[src/rtl/fnd_scan_driver.sv]
// Multiplexed common-anode seven-segment scanner with shadowed BCD/DP data,
// leading-zero blanking, dash glyph for non-BCD codes and a frame-done pulse.
module fnd_scan_driver #(
  parameter int unsigned DIGITS       = 4,
  parameter int unsigned DIGIT_PERIOD = 100000
) (
  input  logic                  i_clk,
  input  logic                  i_reset_n,
  input  logic                  i_En,
  input  logic                  i_Load,
  input  logic [4*DIGITS-1:0]   i_Value,
  input  logic [DIGITS-1:0]     i_DP,
  input  logic                  i_BlankLZ,
  output logic [DIGITS-1:0]     o_FND_Digit,
  output logic [7:0]            o_FND_Font,
  output logic                  o_FrameDone
);

  localparam int unsigned PW = (DIGIT_PERIOD > 2) ? $clog2(DIGIT_PERIOD) : 1;
  localparam int unsigned IW = (DIGITS > 2) ? $clog2(DIGITS) : 1;
  localparam logic [PW-1:0] CNT_LAST = PW'(DIGIT_PERIOD - 1);
  localparam logic [IW-1:0] IDX_LAST = IW'(DIGITS - 1);

  logic [PW-1:0]         cnt;
  logic [IW-1:0]         idx;
  logic [4*DIGITS-1:0]   val_sh;
  logic [DIGITS-1:0]     dp_sh;

  logic                  terminal;
  logic                  lead_zero;
  logic [DIGITS-1:0]     blank;
  logic [3:0]            cur_nib;
  logic                  cur_dp;
  logic                  cur_blank;
  logic [DIGITS-1:0]     digit_nxt;
  logic [7:0]            font_nxt;

  // Active-low a..g pattern; non-BCD codes render as a lone g-segment dash.
  function automatic logic [6:0] glyph(input logic [3:0] code);
    logic [6:0] seg;
    case (code)
      4'd0:    seg = 7'h40;
      4'd1:    seg = 7'h79;
      4'd2:    seg = 7'h24;
      4'd3:    seg = 7'h30;
      4'd4:    seg = 7'h19;
      4'd5:    seg = 7'h12;
      4'd6:    seg = 7'h02;
      4'd7:    seg = 7'h78;
      4'd8:    seg = 7'h00;
      4'd9:    seg = 7'h10;
      default: seg = 7'h3F;
    endcase
    return seg;
  endfunction

  assign terminal = (cnt == CNT_LAST);

  // Prescaler and scan index; frame-done marks the last-digit -> digit-0 wrap.
  always_ff @(posedge i_clk or negedge i_reset_n) begin
    if (!i_reset_n) begin
      cnt         <= '0;
      idx         <= '0;
      o_FrameDone <= 1'b0;
    end else begin
      cnt         <= terminal ? '0 : cnt + PW'(1);
      o_FrameDone <= terminal && (idx == IDX_LAST);
      if (terminal) begin
        idx <= (idx == IDX_LAST) ? '0 : idx + IW'(1);
      end
    end
  end

  always_ff @(posedge i_clk or negedge i_reset_n) begin
    if (!i_reset_n) begin
      val_sh <= '0;
      dp_sh  <= '0;
    end else if (i_Load) begin
      val_sh <= i_Value;
      dp_sh  <= i_DP;
    end
  end

  // A digit is blanked while it and every more-significant nibble are zero.
  always_comb begin
    blank     = '0;
    lead_zero = i_BlankLZ;
    for (int k = int'(DIGITS) - 1; k >= 1; k--) begin
      lead_zero = lead_zero & (val_sh[4*k +: 4] == 4'd0);
      blank[k]  = lead_zero;
    end
  end

  always_comb begin
    cur_nib   = '0;
    cur_dp    = 1'b0;
    cur_blank = 1'b0;
    digit_nxt = '1;
    font_nxt  = 8'hFF;
    for (int k = 0; k < int'(DIGITS); k++) begin
      if (idx == IW'(k)) begin
        cur_nib   = val_sh[4*k +: 4];
        cur_dp    = dp_sh[k];
        cur_blank = blank[k];
      end
    end
    if (i_En) begin
      for (int k = 0; k < int'(DIGITS); k++) begin
        digit_nxt[k] = (idx != IW'(k));
      end
      font_nxt = {~cur_dp, cur_blank ? 7'h7F : glyph(cur_nib)};
    end
  end

  always_ff @(posedge i_clk or negedge i_reset_n) begin
    if (!i_reset_n) begin
      o_FND_Digit <= '1;
      o_FND_Font  <= 8'hFF;
    end else begin
      o_FND_Digit <= digit_nxt;
      o_FND_Font  <= font_nxt;
    end
  end

endmodule

[config.mk]
export PLATFORM = sky130hd
export DESIGN_NAME = fnd_scan_driver
export DESIGN_NICKNAME = d
export VERILOG_FILES = /design/src/rtl/fnd_scan_driver.sv
export SDC_FILE = /design/constraint.sdc
export NUM_CORES = 1
export LEC_CHECK = 0
export CAP_MARGIN = 40
export CORE_UTILIZATION = 53
export CTS_BUF_LIST = sky130_fd_sc_hd__clkbuf_16
export CTS_CLUSTER_DIAMETER = 50
export CTS_CLUSTER_SIZE = 20
export DETAILED_ROUTE_END_ITERATION = 6
export PLACE_DENSITY = 0.79
export REMOVE_ABC_BUFFERS = 1
export SLEW_MARGIN = 30
export SYNTH_ARGS = -nofsm -noshare
export SYNTH_HDL_FRONTEND = slang
export SYNTH_SLANG_ARGS = --single-unit
[constraint.sdc]
create_clock -name i_clk -period 2.13 [get_ports i_clk]
set_input_delay 0.5325 -clock i_clk [delete_from_list [all_inputs] [get_ports i_clk]]
set_output_delay 0.5325 -clock i_clk [all_outputs]
set_load 0.02 [all_outputs]
==> results.py <==
metrics = {
    "setup_path": {
        "critPathCaptureType": "flip-flop",
        "worst_r2r_endpoint": "o_FND_Font[0]$_DFF_PN1_",
        "setup.worst_path.start_class": "flip-flop",
        "worstReg2RegStart": "idx[0]$_DFFE_PN0N_",
        "path_max_fanout": 12,
        "worstPathRequired_ps": 2350,
        "critical_path_source": "idx[0]$_DFFE_PN0N_",
        "critical_path.endpoint": "o_FND_Font[0]$_DFF_PN1_",
        "critPathArrivalTime_ps": 2150,
        "timing.setup.critical_path_class": "flip-flop to flip-flop",
        "r2r_slack_ps": 200,
        "worstRegToRegCells": 7,
    },
    "timing": {
        "max_freq_ghz": 0.5176,
        "grt_setup_unrepaired": "false",
        "worst_clock_skew_on_the_final_layout_ps": 3.275,
        "drv_slew": 0,
        "slew-limit-headroom_pct": 62.37,
        "setup-violations-final": 0,
        "min_tclk_post_route_ps": 1932,
        "final-hold-violation-count": 0,
        "worst_pin_slew_ps": 564.4,
        "finalSetupTns_ps": 0,
        "fin_crit_sh_pct": 90.71,
    },
    "final_layout": {
        "antennaDiodeCount": 0,
        "nFillCells": 337,
        "area_delta_synth_final_pct": 23.89,
        "layout.cell_area.non_filler_um2": 3063,
        "layout.nets": 280,
        "layout-drive-gt1-share_pct": 24.00,
        "fin_util_pct": 69.39,
    },
    "floorplan": {
        "placeableCoreArea_um2": 4414,
        "die-area_um2": 4942,
        "initial_core_util_pct": 56.01,
        "floorplan.io_pins": 38,
        "core.rowCount": 24,
        "dieWidth_um": 70.30,
        "die_y_um": 70.30,
    },
    "cts": {
        "cts.sink_count": 52,
        "tritoncts.num_buffers": 5,
        "path_clk_slew_ps": 60,
        "postCtsSetupRepairBufs": 0,
        "clock_latency_ps": 280,
        "htree_num_levels": 2,
        "cts_tree": "built",
        "clockRootBuffer": "sky130_fd_sc_hd__clkbuf_16",
        "clk_path_buf_depth": 2,
    },
    "detailed_routing": {
        "vias_per_cell": 5.573,
        "iteration_0_drc_count_of_the_detailed_router": 89,
        "drt-total-wl_mm": 4.609,
        "final_antenna_net_count": 0,
        "route.detailed.wl_per_inst_um": 15.26,
        "routed-via-count": 1683,
        "drtPass1Iterations": 4,
        "drc_errors": 0,
    },
    "yosys": {
        "synthMostInstantiatedCell": "sky130_fd_sc_hd__dfrtp_1",
        "synth_cells": 204,
        "post_synth.cell_area_avg_um2": 12.12,
        "netlist_top_cells_count": "sky130_fd_sc_hd__dfrtp_1 (40), sky130_fd_sc_hd__mux2_2 (19), sky130_fd_sc_hd__nand2_1 (13)",
        "count_of_state_elements_after_synthesis": 52,
        "dominant_cell_type_by_area_after_synthesis": "sky130_fd_sc_hd__dfrtp_1",
        "synth.yosys.seq_area_share_pct": 53.24,
        "synth.cell_area_um2": 2472,
        "ys_top_cells_by_area": "sky130_fd_sc_hd__dfrtp_1 (40%), sky130_fd_sc_hd__dfstp_2 (13%), sky130_fd_sc_hd__mux2_2 (8.7%)",
        "yosys.cell_types.count": 48,
        "number_of_flops_mapped_to_enable_cells_by_yosys": 0,
        "ys.warnings.count": 0,
        "ys.flop_type": "sky130_fd_sc_hd__dfrtp_1",
        "yosysTopAreaCellShare_pct": 40.49,
        "async_reset_ff_share_pct": 100.0,
    },
    "place": {
        "post-dp-hpwl_mm": 3.270,
        "last_weighted_congestion_value_of_the_routability_driven_placer": 0.8356,
        "dpl_cell_area_um2": 2919,
        "place.port_buffers": 37,
    },
    "global_route": {
        "grt_pass1_wl_mm": 7.900,
        "first_global_vias": 1681,
        "grt_max_degree": 29,
        "initial_antenna_violation_count": 0,
        "grt_remaining_overflow": 0,
        "globalRouteTotalUtil_pct": 20.57,
    },
    "pwr": {
        "worst_ir_drop_vdd_uv": 484.0,
        "areal_power_density_over_the_cells_nw_per_um2": 685.2,
        "p_leak_nw": 1.249,
    },
    "hold_path": {
        "holdCritPathClass": "input pin to asynchronous set/reset pin",
    },
    "run_status": {
        "status": "completed",
    },
    "run": {
        "max_cap_viol_count": 0,
    },
}
[power by group]
part	switching [mW]	total, mW	internal [mW]
combinational	0.117	0.258	0.141
clock	0.330	0.754	0.423
sequential	0.0337	1.09	1.05
[cell families (layout without fill, tap and decap cells)]
| group | Yosys count | after routing | synth area share, % |
|---|---|---|---|
| buf+inv | 12 | 58 | 2.885 |
| mux | 21 | 21 | 9.464 |
| xor+xnor | 13 | 13 | 4.605 |
| fa+ha+maj | 6 | 6 | 3.036 |
| compound gates | 29 | 29 | 9.615 |
| simple gates | 71 | 71 | 17.16 |
| flops | 52 | 52 | 53.24 |
[how the worst min path moves through the flow]
| stage | startpoint | endpoint | slack [ps] |
|---|---|---|---|
| 2_1_floorplan | i_reset_n | cnt[0]$_DFF_PN0_ | 240 |
| 3_3_place_gp | cnt[0]$_DFF_PN0_ | cnt[0]$_DFF_PN0_ | 470 |
| 3_5_place_dp | cnt[0]$_DFF_PN0_ | cnt[0]$_DFF_PN0_ | 470 |
| 4_1_cts | i_reset_n | cnt[14]$_DFF_PN0_ | 250 |
| 5_1_grt | i_reset_n | val_sh[14]$_DFFE_PN0P_ | 280 |
| 6_report | i_reset_n | cnt[14]$_DFF_PN0_ | 240 |
[layout by cell type, fill, tap and decap left out, drive strengths merged, types with 2 or more instances in the layout]
master and n:
a211oi 7, a21oi 3, a221oi 3, and4 3, buf 8, clkbuf 5
clkdlybuf4s50 36, clkinv 2, dfrtp 40, dfstp 12, ha 6, inv 7
mux2 19, mux2i 2, nand2 14, nand3 9, nand3b 5, nand4 4
nor2 12, nor2b 4, nor3 4, nor3b 4, nor4 3, o21ai 8
o31ai 3, or3 2, or4 2, xnor2 4, xor2 9
[metal layers]
metal  wire length (um)  part of all wire [%]  vias up  track usage (%)
met5                  0                     0        -                0
met2               2276                    49       30            32.91
li1                   -                     -      829                -
met1               2122                    46      818            28.17
met3                148                   3.2        6            4.473
met4                 62                   1.3        0            6.000
[state kept, by name, indices dropped and copies added, names as in the netlist]
signal	cells
o_FND_Digit	4
idx	2
cnt	17
val_sh	16
o_FND_Font	8
dp_sh	4
o_FrameDone	1
[repair_timing]
item,CTS,global route
resized for setup,0,3
hold buffers,0,0
endpoints found under the setup margin,0,5
[layout make-up]
cell class,instances,area [um^2],share of cell area [%]
Tap cell,52,65.06,2.124
Timing Repair Buffer,44,430.4,14.05
Clock buffer,5,125.1,4.085
Clock inverter,3,11.26,0.3676
Sequential cell,52,1316,42.97
Multi-Input combinational cell,140,1092,35.66
Inverter,6,22.52,0.7353
[per-stage QoR]
| step | cells | hold slack (ps) | total power, mW | setup slack, ps |
|---|---|---|---|---|
| CTS | 302 | 249.6 | 2.118 | 72.50 |
| floorplan | 198 | 236.9 | 1.221 | 192.5 |
| detailed placement | 294 | 473.1 | 1.365 | 132.5 |
| global route | 302 | 283.3 | 2.185 | 34.53 |
| finish | 302 | 239.1 | 2.099 | 197.9 |
| global placement | 294 | 471.9 | 1.359 | 230.3 |
[worst max-delay path, cell delays in order, from the launching register on]
cell                       delay (ps)
sky130_fd_sc_hd__dfrtp_1          410
sky130_fd_sc_hd__inv_1            130
sky130_fd_sc_hd__ha_2             330
sky130_fd_sc_hd__nor3b_1          290
sky130_fd_sc_hd__a221oi_2          70
sky130_fd_sc_hd__buf_4            160
sky130_fd_sc_hd__or3_1            360
sky130_fd_sc_hd__nand4_1          100
(Power assumes the default switching activity.)
==> patch 1: new RTL, same settings <==
Register the output `o_FrameDone` once more, without a reset; this adds one clock of latency there. The other outputs are not delayed to match.
--- a/src/rtl/fnd_scan_driver.sv
+++ b/src/rtl/fnd_scan_driver.sv
@@ -20,6 +20,8 @@
   localparam int unsigned IW = (DIGITS > 2) ? $clog2(DIGITS) : 1;
   localparam logic [PW-1:0] CNT_LAST = PW'(DIGIT_PERIOD - 1);
   localparam logic [IW-1:0] IDX_LAST = IW'(DIGITS - 1);
+
+  logic o_FrameDone_s0;
 
   logic [PW-1:0]         cnt;
   logic [IW-1:0]         idx;
@@ -61,10 +63,10 @@
     if (!i_reset_n) begin
       cnt         <= '0;
       idx         <= '0;
-      o_FrameDone <= 1'b0;
+      o_FrameDone_s0 <= 1'b0;
     end else begin
       cnt         <= terminal ? '0 : cnt + PW'(1);
-      o_FrameDone <= terminal && (idx == IDX_LAST);
+      o_FrameDone_s0 <= terminal && (idx == IDX_LAST);
       if (terminal) begin
         idx <= (idx == IDX_LAST) ? '0 : idx + IW'(1);
       end
@@ -122,5 +124,9 @@
     end
   end
 
+  always_ff @(posedge i_clk) begin
+    o_FrameDone <= o_FrameDone_s0;
+  end
+
 endmodule
 
Formal check against the unedited RTL: no difference found for any inputs over 10 cycles, from zero or initial values and one cycle with i_reset_n low; that may be too few to reach the edited logic, so the function may still have changed.
==> patch 1 against the original RTL <==
Area after synthesis increased by 0.81%. Setup slack got worse by 0.059 ns. Worst hold slack improved by 0.0042 ns. The flow now finishes with violations (design-rule violations). Wire length decreased by 0.43%. Sequential cell count increased by 1. Largest power group unchanged. Design area increased by 0.94%. Highest routed layer unchanged. Largest cell class unchanged. Fmax decreased by 2.9%. Total power increased by 0.61%. Critical path type unchanged. Sequential share of layout area increased by 0.25 points. Combinational power decreased by 2%.
==> patch 1: results (changes against the original RTL) <==
\begin{tabular}{lr}
\hline
Metric & Value \\
\hline
\multicolumn{2}{l}{\textbf{GRT}} \\
\quad Met3 track utilization from global routing & 4.56\% (was 4.47\%) \\
\quad GRT met1 Usage & 28.4\% (was 28.2\%) \\
\quad Pin count of the biggest net entering global routing & 28 (was 29) \\
\multicolumn{2}{l}{\textbf{Detailed routing}} \\
\quad Met3 routed wirelength & 163 um (was 148 um) \\
\quad Via density per instance & 5.62 (was 5.57) \\
\quad Met2 wire length & 1.99 mm (was 2.28 mm) \\
\quad Average detailed-routed wire length per instance & 15.1 um (was 15.3 um) \\
\quad Starting DRT DRC Count & 55 (was 89) \\
\quad Number of design rule violations left after detail routing & 2 (was 0) \\
\quad Iteration count of the initial detailed-routing pass & 6 (was 4) \\
\quad Final routed wirelength across all metal layers & 4.59 mm (was 4.61 mm) \\
\multicolumn{2}{l}{\textbf{Synthesis}} \\
\quad Fraction of synthesized area in multiplexers & 9.39\% (was 9.46\%) \\
\quad Post-synth ARST share & 98.1\% (was 100\%) \\
\quad Adder-cell share of the synthesized area & 3.01\% (was 3.04\%) \\
\quad Distinct cell type count after synthesis & 49 (was 48) \\
\multicolumn{2}{l}{\textbf{Placement}} \\
\quad Placement Cell Area & 2940 sq um (was 2920 sq um) \\
\quad Routability Congestion & 0.834 (was 0.836) \\
\quad Sum of net half-perimeters after detailed placement & 3.35 mm (was 3.27 mm) \\
\quad Number of instances in the placed design & 295 (was 294) \\
\multicolumn{2}{l}{\textbf{Final layout}} \\
\quad Fillers & 344 (was 337) \\
\multicolumn{2}{l}{\textbf{Status}} \\
\quad Violations in the final reports & design-rule violations \\
\quad Outcome & finished with violations (was finished clean) \\
\multicolumn{2}{l}{\textbf{Setup path}} \\
\quad Worst-path maximum fanout & 8 (was 12) \\
\quad Data arrival, critical path & 2.19 ns (was 2.15 ns) \\
\quad Critical-path top delay cell & sky130\_fd\_sc\_hd\_\_a211oi\_1 (was sky130\_fd\_sc\_hd\_\_dfrtp\_1) \\
\quad End of the critical path & o\_FND\_Font[1] (was o\_FND\_Font[0]) \\
\quad Slowest cell delay on critical path & 0.44 ns (was 0.41 ns) \\
\multicolumn{2}{l}{\textbf{Timing}} \\
\quad Transition at the pin with the smallest max-transition slack & 0.585 ns (was 0.564 ns) \\
\hline
\end{tabular}
## patch 1: changes by cell type after synthesis
cell	before	now
sky130_fd_sc_hd__dfxtp_1	0	1
## patch 1: per-stage QoR
stage                     setup slack (ns)  util [%]  TNS (ns)
after floorplan                      0.193         -         0
after global placement               0.170      66.1         0
after detailed placement            0.0848      66.1         0
after CTS                           0.0677      69.2         0
after global routing               -0.0269      69.6   -0.0269
final                                0.139      69.6         0
## patch 1: power groups by stage
stage,Clock [mW],Sequential [mW],Combinational [mW]
2_1_floorplan,0,1.14,0.103
3_3_place_gp,0,1.12,0.248
3_5_place_dp,0,1.13,0.252
4_1_cts,0.756,1.11,0.253
5_1_grt,0.800,1.12,0.277
6_report,0.748,1.11,0.254
## patch 1: layout make-up
class	count	area [sq um]	area share (%)
repair buffers	44	430	13.9
clock buffers	5	125	4.05
well taps	52	65.1	2.10
flip-flops and latches	53	1340	43.2
multi-input cells	140	1100	35.6
clock inverters	3	11.3	0.364
inverters	6	22.5	0.728
==> patch 2: new RTL, same flow settings <==
Made on the original files. Change the parameter `DIGIT_PERIOD` from 100000 to 25000.
--- a/src/rtl/fnd_scan_driver.sv
+++ b/src/rtl/fnd_scan_driver.sv
@@ -2,7 +2,7 @@
 // leading-zero blanking, dash glyph for non-BCD codes and a frame-done pulse.
 module fnd_scan_driver #(
   parameter int unsigned DIGITS       = 4,
-  parameter int unsigned DIGIT_PERIOD = 100000
+  parameter int unsigned DIGIT_PERIOD = 25000
 ) (
   input  logic                  i_clk,
   input  logic                  i_reset_n,
Function: no difference found for any inputs over 10 cycles, from zero or initial values and one cycle with i_reset_n low; that may be too few to reach the edited logic, so the function may still have changed.
==> patch 2 against the original RTL <==
Sequential cell count is 2 lower. Total power up 4.4%. Wire length shrank 1.5%. Clock power is 18% higher. Critical path depth up 1. Design area shrank 1.5%. Critical path type unchanged. Setup slack got worse by 0.024 ns. Area after synthesis is 4.7% lower.
==> patch 2: results (changes against the original RTL) <==
\begin{tabular}{lr}
\hline
Metric & Value \\
\hline
\multicolumn{2}{l}{\textbf{Setup path}} \\
\quad Register-to-Register Path Depth & 8 (was 7) \\
\quad RR Endpoint & o\_FND\_Font[1] (was o\_FND\_Font[0]) \\
\multicolumn{2}{l}{\textbf{Synthesis}} \\
\quad Mean area per synthesized cell & 11.7 sq um (was 12.1 sq um) \\
\quad Most common library cells after synthesis & sky130\_fd\_sc\_hd\_\_dfrtp\_1 (38), sky130\_fd\_sc\_hd\_\_mux2\_2 (18), sky130\_fd\_sc\_hd\_\_nand2\_1 (15) (was sky130\_fd\_sc\_hd\_\_dfrtp\_1 (40), sky130\_fd\_sc\_hd\_\_mux2\_2 (19), sky130\_fd\_sc\_hd\_\_nand2\_1 (13)) \\
\quad Sequential element share of the synthesized area & 53.7\% (was 53.2\%) \\
\quad Distinct cell type count after synthesis & 46 (was 48) \\
\quad Adder-cell share of the synthesized area & 3.18\% (was 3.04\%) \\
\quad Synth Area in Compound Gates & 9.66\% (was 9.62\%) \\
\quad Xor/xnor share of the synthesized area & 3.34\% (was 4.61\%) \\
\multicolumn{2}{l}{\textbf{Final layout}} \\
\quad \# nets final & 279 (was 280) \\
\quad Share of layout cells above drive strength 1 & 24.9\% (was 24.0\%) \\
\quad Top Registers & val\_sh x16, cnt x15, o\_FND\_Font x8 (was cnt x17, val\_sh x16, o\_FND\_Font x8) \\
\multicolumn{2}{l}{\textbf{Detailed routing}} \\
\quad Final routed wirelength across all metal layers & 4.54 mm (was 4.61 mm) \\
\quad Starting DRT DRC Count & 86 (was 89) \\
\quad Average detailed-routed wire length per instance & 15.2 um (was 15.3 um) \\
\multicolumn{2}{l}{\textbf{Placement}} \\
\quad Number of instances in the placed design & 291 (was 294) \\
\quad Placement Cell Area & 2830 sq um (was 2920 sq um) \\
\quad Routability Congestion & 0.799 (was 0.836) \\
\multicolumn{2}{l}{\textbf{Timing}} \\
\quad Worst Slack Setup Final & 0.174 ns (was 0.198 ns) \\
\quad Worst hold slack after final layout & 0.200 ns (was 0.239 ns) \\
\quad Largest clock skew in the final design & 0.00456 ns (was 0.00328 ns) \\
\multicolumn{2}{l}{\textbf{GRT}} \\
\quad Via count of the first global-routing pass & 1651 (was 1681) \\
\quad Pin count of the biggest net entering global routing & 30 (was 29) \\
\quad Total track usage & 22.9\% (was 20.6\%) \\
\quad Global-route wire length before repair & 7.64 mm (was 7.90 mm) \\
\multicolumn{2}{l}{\textbf{Status}} \\
\quad Outcome & finished clean (unchanged) \\
\multicolumn{2}{l}{\textbf{Pwr}} \\
\quad Lkg Pwr & 1.24 nW (was 1.25 nW) \\
\quad Worst vdd ir & 456 uV (was 484 uV) \\
\hline
\end{tabular}
patch 2: cell types whose count changed after synthesis, sizes merged, moves of 2 or more:
cell / delta
and3: +2
xor2: -7
nor4: +3
nor2: -3
xnor2: +3
dfrtp: -2
and4: -3
o21ai: +2
nand4: -2
patch 2: kinds of logic (layout without fill, tap and decap cells):
logic type,after synthesis,after routing
AND/OR/NAND/NOR,71,71
flip-flops,50,50
AO/OA/AOI/OAI,32,32
multiplexers,20,20
buffers and inverters,13,61
XOR/XNOR,9,9
adder cells (fa/ha/maj),6,6
patch 2: timing repair:
action                                  CTS  global route
gates resized for setup                   0             4
hold endpoints to repair                  0             0
endpoints found under the setup margin    0             6
hold buffers                              0             0
patch 2: final cells by class:
class                   count  area, sq um
inverters                   6         22.5
fillers                   305         1130
flip-flops and latches     50         1270
well taps                  50         62.6
multi-input cells         138         1040
clock inverters             3         43.8
clock buffers               5          125
repair buffers             47          453
patch 2: worst max-delay path, cell delays in order, from the launching register on:
cell	delay (ns)
sky130_fd_sc_hd__dfrtp_1	0.43
sky130_fd_sc_hd__inv_1	0.13
sky130_fd_sc_hd__ha_2	0.30
sky130_fd_sc_hd__a211oi_1	0.08
sky130_fd_sc_hd__a221oi_1	0.28
sky130_fd_sc_hd__buf_4	0.18
sky130_fd_sc_hd__ha_1	0.24
sky130_fd_sc_hd__a21oi_1	0.12
sky130_fd_sc_hd__o21ai_0	0.10
patch 2: per-layer routing:
layer	wire [um]	global-route usage, %	vias up
li1	-	-	825
met1	1980	26.9	816
met2	2270	38.1	40
met3	220	7.73	8
met4	69	9.69	0
met5	0	0	-
patch 2: worst max path at each step:
stage | depth (start not counted) | endpoint
3_5_place_dp | 8 | o_FND_Font[1]
5_1_grt | 8 | o_FND_Font[1]
6_report | 8 | o_FND_Font[1]
4_1_cts | 8 | o_FND_Font[1]
2_1_floorplan | 7 | o_FND_Font[1]
3_3_place_gp | 8 | o_FND_Font[1]
patch 2: where the power goes:
part           switching [mW]  leakage, nW  internal, mW  total, mW
clock network           0.331       0.0842         0.555      0.886
logic                   0.115        0.554         0.141      0.256
registers              0.0339        0.598          1.02       1.05
total                   0.479         1.24          1.71       2.19
